===== config.mk =====
export PLATFORM = sky130hd
export DESIGN_NAME = crc_frame_ctrl
export DESIGN_NICKNAME = d
export VERILOG_FILES = /design/src/rtl/crc_frame_ctrl.sv
export SDC_FILE = /design/constraint.sdc
export NUM_CORES = 1
export LEC_CHECK = 0
export ABC_AREA = 1
export BUFFER_PORTS_ARGS = -buffer_cell sky130_fd_sc_hd__buf_2
export CORE_MARGIN = 2
export CORE_UTILIZATION = 60
export DETAILED_ROUTE_END_ITERATION = 10
export PLACE_DENSITY = 0.89
export SLEW_MARGIN = 20
export SYNTH_ARGS = -nofsm -noshare
export SYNTH_HDL_FRONTEND = slang
export SYNTH_SLANG_ARGS = --single-unit

===== constraint.sdc =====
create_clock -name CLK -period 2.2 [get_ports CLK]
set_input_delay 0.22 -clock CLK [delete_from_list [all_inputs] [get_ports CLK]]
set_output_delay 0.22 -clock CLK [all_outputs]
set_load 0.005 [all_outputs]

===== src/rtl/crc_frame_ctrl.sv =====
// rtl/crc_frame_ctrl.sv - frame sequencer for a free-running 8-bit CRC engine
// Buffers one frame, clears the engine, streams the frame gap-free and returns the captured CRC.
module crc_frame_ctrl #(
  parameter int MAX_LEN = 16,
  parameter int LEN_W   = $clog2(MAX_LEN + 1)
) (
  input  logic             CLK,
  input  logic             RST,
  input  logic             mode,
  input  logic             s_valid,
  output logic             s_ready,
  input  logic [7:0]       s_data,
  input  logic             s_last,
  output logic             eng_rst,
  output logic [7:0]       eng_din,
  input  logic [7:0]       eng_crc,
  output logic             m_valid,
  input  logic             m_ready,
  output logic [7:0]       m_crc,
  output logic             m_ok,
  output logic [LEN_W-1:0] m_len,
  output logic             m_err
);

  localparam int IDX_W = (MAX_LEN > 1) ? $clog2(MAX_LEN) : 1;

  typedef enum logic [2:0] {
    S_LOAD, S_CLEAR, S_FEED, S_AUG, S_CAPTURE, S_DONE_ERR, S_DONE
  } state_t;

  state_t           state, state_nxt;
  logic [LEN_W-1:0] wr_cnt, rd_cnt;
  logic             ovf, mode_q;
  logic [7:0]       frame_buf [2**IDX_W];
  logic             hs, full, feed_last;

  // Handshake derived from state, not s_ready, to keep the comb logic acyclic.
  assign hs        = s_valid && (state == S_LOAD);
  assign full      = (wr_cnt == LEN_W'(MAX_LEN));
  assign feed_last = (rd_cnt == wr_cnt - LEN_W'(1));

  always_ff @(posedge CLK or posedge RST) begin
    if (RST) state <= S_LOAD;
    else     state <= state_nxt;
  end

  always_comb begin
    state_nxt = state;
    s_ready   = 1'b0;
    eng_din   = 8'h00;
    eng_rst   = RST;
    case (state)
      S_LOAD: begin
        s_ready = 1'b1;
        if (hs && s_last) state_nxt = (ovf || full) ? S_DONE_ERR : S_CLEAR;
      end
      S_CLEAR: begin
        eng_rst   = 1'b1;
        state_nxt = S_FEED;
      end
      S_FEED: begin
        eng_din = frame_buf[rd_cnt[IDX_W-1:0]];
        if (feed_last) state_nxt = mode_q ? S_CAPTURE : S_AUG;
      end
      S_AUG:      state_nxt = S_CAPTURE;
      S_CAPTURE:  state_nxt = S_DONE;
      S_DONE_ERR: state_nxt = S_DONE;
      S_DONE: begin
        if (m_valid && m_ready) state_nxt = S_LOAD;
      end
      default:    state_nxt = S_LOAD;
    endcase
  end

  always_ff @(posedge CLK) begin
    if (hs && !full) frame_buf[wr_cnt[IDX_W-1:0]] <= s_data;
  end

  always_ff @(posedge CLK or posedge RST) begin
    if (RST) begin
      wr_cnt  <= '0;
      rd_cnt  <= '0;
      ovf     <= 1'b0;
      mode_q  <= 1'b0;
      m_valid <= 1'b0;
      m_crc   <= 8'h00;
      m_ok    <= 1'b0;
      m_len   <= '0;
      m_err   <= 1'b0;
    end else begin
      case (state)
        S_LOAD: begin
          if (hs) begin
            if (wr_cnt == '0 && !ovf) mode_q <= mode;
            // Bytes past the buffer depth are dropped; the frame is reported as an error.
            if (full) ovf    <= 1'b1;
            else      wr_cnt <= wr_cnt + LEN_W'(1);
          end
        end
        S_CLEAR: rd_cnt <= '0;
        S_FEED:  rd_cnt <= rd_cnt + LEN_W'(1);
        S_CAPTURE: begin
          m_crc   <= eng_crc;
          m_ok    <= mode_q ? (eng_crc == 8'h00) : 1'b1;
          m_len   <= wr_cnt;
          m_err   <= 1'b0;
          m_valid <= 1'b1;
        end
        S_DONE_ERR: begin
          m_crc   <= 8'h00;
          m_ok    <= 1'b0;
          m_err   <= 1'b1;
          m_len   <= LEN_W'(MAX_LEN);
          m_valid <= 1'b1;
        end
        S_DONE: begin
          if (m_valid && m_ready) begin
            m_valid <= 1'b0;
            wr_cnt  <= '0;
            ovf     <= 1'b0;
          end
        end
        default: ;
      endcase
    end
  end

endmodule


==> flow_summary.toml <==
[status]
run_status = "finished, violations left"
violations_in_the_final_reports = "setup timing"

[placement]
io_buffers = 47
pre_cts_ws_ns = 0.256
globalplace.congestion = 0.934
placedCellCount = 811
estimated_wirelength_of_the_detail_placed_design_mm = 11.1
placedInstanceArea_um2 = 7260

[final_layout]
final_cell_count_no_fill = 859
drive_gt1_share_pct = 21.6
final_core_area_utilization_pct = 75.0
antenna-diode-count = 0
area_growth_pct = 20.6
finish.net_count = 734
finalInstanceArea_um2 = 8230
fill_cells = 620

[worst_setup_path]
arrival_ns = 2.12
reg2regPathDepth = 8
critPathCaptureType = "primary output"
worstPathRequired_ns = 1.98
r2r_end = "frame_buf[13][3]"
regToRegStartpoint = "state[0]"
worst-setup-path-type = "reg -> out"
worstPathMaxFanout = 13
critical_path.endpoint = "eng_din[3]"
timing.critical_path.from = "rd_cnt[0]"
timing.reg2reg.setup_slack_ns = 0.15
cp-start-kind = "flip-flop"

[sta]
fin_setup_tns_ns = -0.750
rsz0062_at_grt = "true"
maxClockFrequency_ghz = 0.428
holdWs_ns = 0.0634
final-hold-violation-count = 0
slew_at_the_pin_with_the_worst_max_slew_slack_ns = 0.481
setup_viol = 8
slew_headroom_pct = 67.9
final-max-slew-violation-count = 0
period_minus_ws_final_ns = 2.34
postLayoutSetupSlackWorst_ns = -0.138
timing.clock.skew_ns = 0.0101
post-route-period-util_pct = 106

[floorplanning]
fp.dieW_um = 111
die-height_um = 111
floorplan.die_area_um2 = 12300
num_rows = 38
starting_density_of_the_core_pct = 62.2
io-pin-count = 48
core_um2 = 11000

[synth]
synth-main-ff-cell = "edfxtp_1"
netlist_top_cells_count = "128 x edfxtp_1, 125 x nor2_1, 91 x nand2_1, 60 x o21ai_0, 40 x inv_1"
synth_area_um2 = 6830
post_synth_num_cell_types = 32
largest_cells_by_area_after_synthesis = "edfxtp_1 56%, dfrtp_1 11%, nor2_1 6.9%, nand2_1 5.0%, o21ai_0 4.4%"
synth_most_common_cell = "edfxtp_1"
synth_seq_area_share_pct = 67.6
synthesis.nets = 656
synthesis.yosys.warnings = 0
synth_area_per_cell_um2 = 10.9
synth_enable_flop_cells = 128
synth_top_cell_area_share_pct = 56.3
post_synth_inst_count = 628
synth-async-reset-ratio_pct = 19.5
yosysTopAreaCell = "edfxtp_1"
synth_seq_cells = 159

[clocking]
cts_tree = "done"
clock_latency_ns = 0.43
max-clock-path-buffers = 2
cts_inserted_buffers = 17
root_buffer = "clkbuf_16"
htree_levels = 4
clk_pin_slew_ns = 0.07
cts_sinks = 159

[routing]
routed_wire_length_per_instance_um = 22.1
vias_per_cell = 6.31
detailed_routing_iterations_pass_1 = 6
final_antenna_net_count = 0
via_count = 5416
drc_errors = 0
drt-initial-drc-count = 1016
detail_route.wirelength_mm = 19.0

[job]
max_cap_viol = 0

[power_and_ir_drop]
static_leak_nw = 3.24
power_mw = 10.5
cellPowerDensity_nw_per_um2 = 1270
irDropWorstVdd_v = 0.000769

[global_route]
largest_net_degree_at_the_start_of_global_routing = 36
grt_pass1_wl_mm = 27.3
groute.usage.overall_pct = 29.6
number_of_global_route_vias_before_repair = 5196
grt_antenna_before_repair = 0
grt_overflow_total = 0

[hold_path]
instance_count_along_the_most_critical_hold_path = 3
min_path_type = "in -> reg"
[flip-flops by register name, indices dropped and copies added, names as in the netlist]
signal     flops
frame_buf    128
m_crc          8
m_err          1
m_len          5
m_ok           1
m_valid        1
mode_q         1
ovf            1
rd_cnt         5
state          3
wr_cnt         5
[layer usage]
metal  wire (µm)  track usage (%)  part of all wire, %
met1        6810             37.9                   36
met2        8920             46.0                   47
met3        2210             5.80                   12
met4        1030             20.4                  5.4
met5           0                0                    0
[layout make-up]
class | instances | area [µm²] | area share [%]
clock buffer | 17 | 425 | 5.17
sequential | 159 | 4620 | 56.1
inverter | 47 | 186 | 2.26
timing repair inverter | 1 | 5.00 | 0.0608
tap | 140 | 175 | 2.13
timing repair buffer | 86 | 716 | 8.69
clock inverter | 15 | 151 | 1.84
multi-input combinational | 394 | 1950 | 23.7
[cells in the final DEF (no fill, tap or decap), drive strengths merged]
cell	count
buf	80
a22o	1
o21bai	1
dfrtp	31
dlygate4sd3	2
edfxtp	128
o211ai	17
inv	52
clkinvlp	3
o22ai	11
a31oi	1
ha	6
nand2	93
nand4	2
bufinv	1
nand3	21
o21ai	98
xnor2	1
nor3	2
nor2	127
clkbuf	21
xor2	3
o31ai	1
clkinv	7
a21oi	9
[worst min path at each step]
stage / startpoint / end
final: eng_crc[4] / m_crc[4]
after global routing: eng_crc[4] / m_crc[4]
after CTS: eng_crc[4] / m_crc[4]
after detailed placement: RST / m_len[0]
after global placement: RST / m_len[2]
after floorplan: s_data[0] / frame_buf[0][0]
[what timing repair did]
action,in CTS,in global routing
pin swaps,8,10
hold buffers,2,0
gates cloned,2,6
buffers inserted,4,3
gates resized for setup,12,43
setup endpoints to repair,8,9
hold endpoints to repair,32,0
[worst max-delay path, stage by stage (launching register included)]
cell      delay [ns]
dfrtp_2         0.51
clkinv_4        0.14
buf_16          0.18
o21ai_0         0.30
o22ai_1         0.12
nand2_1         0.12
nand2_1         0.07
inv_1           0.05
a21oi_1         0.05
buf_2           0.14
[power breakdown]
| group | switching (mW) | total [mW] | internal, mW |
|---|---|---|---|
| logic | 2.34 | 3.75 | 1.41 |
| clock network | 1.28 | 2.88 | 1.59 |
| registers | 0.266 | 3.85 | 3.59 |
[cell families after synthesis]
family          count (synthesis)  share of synthesized area [%]
compound gates                139                           11.5
xor+xnor                        4                          0.513
fa+ha+maj                       6                           1.10
buf+inv                        75                           5.09
flops                         159                           67.6
simple gates                  245                           14.2
No activity file was read; power rests on OpenSTA's default activity.
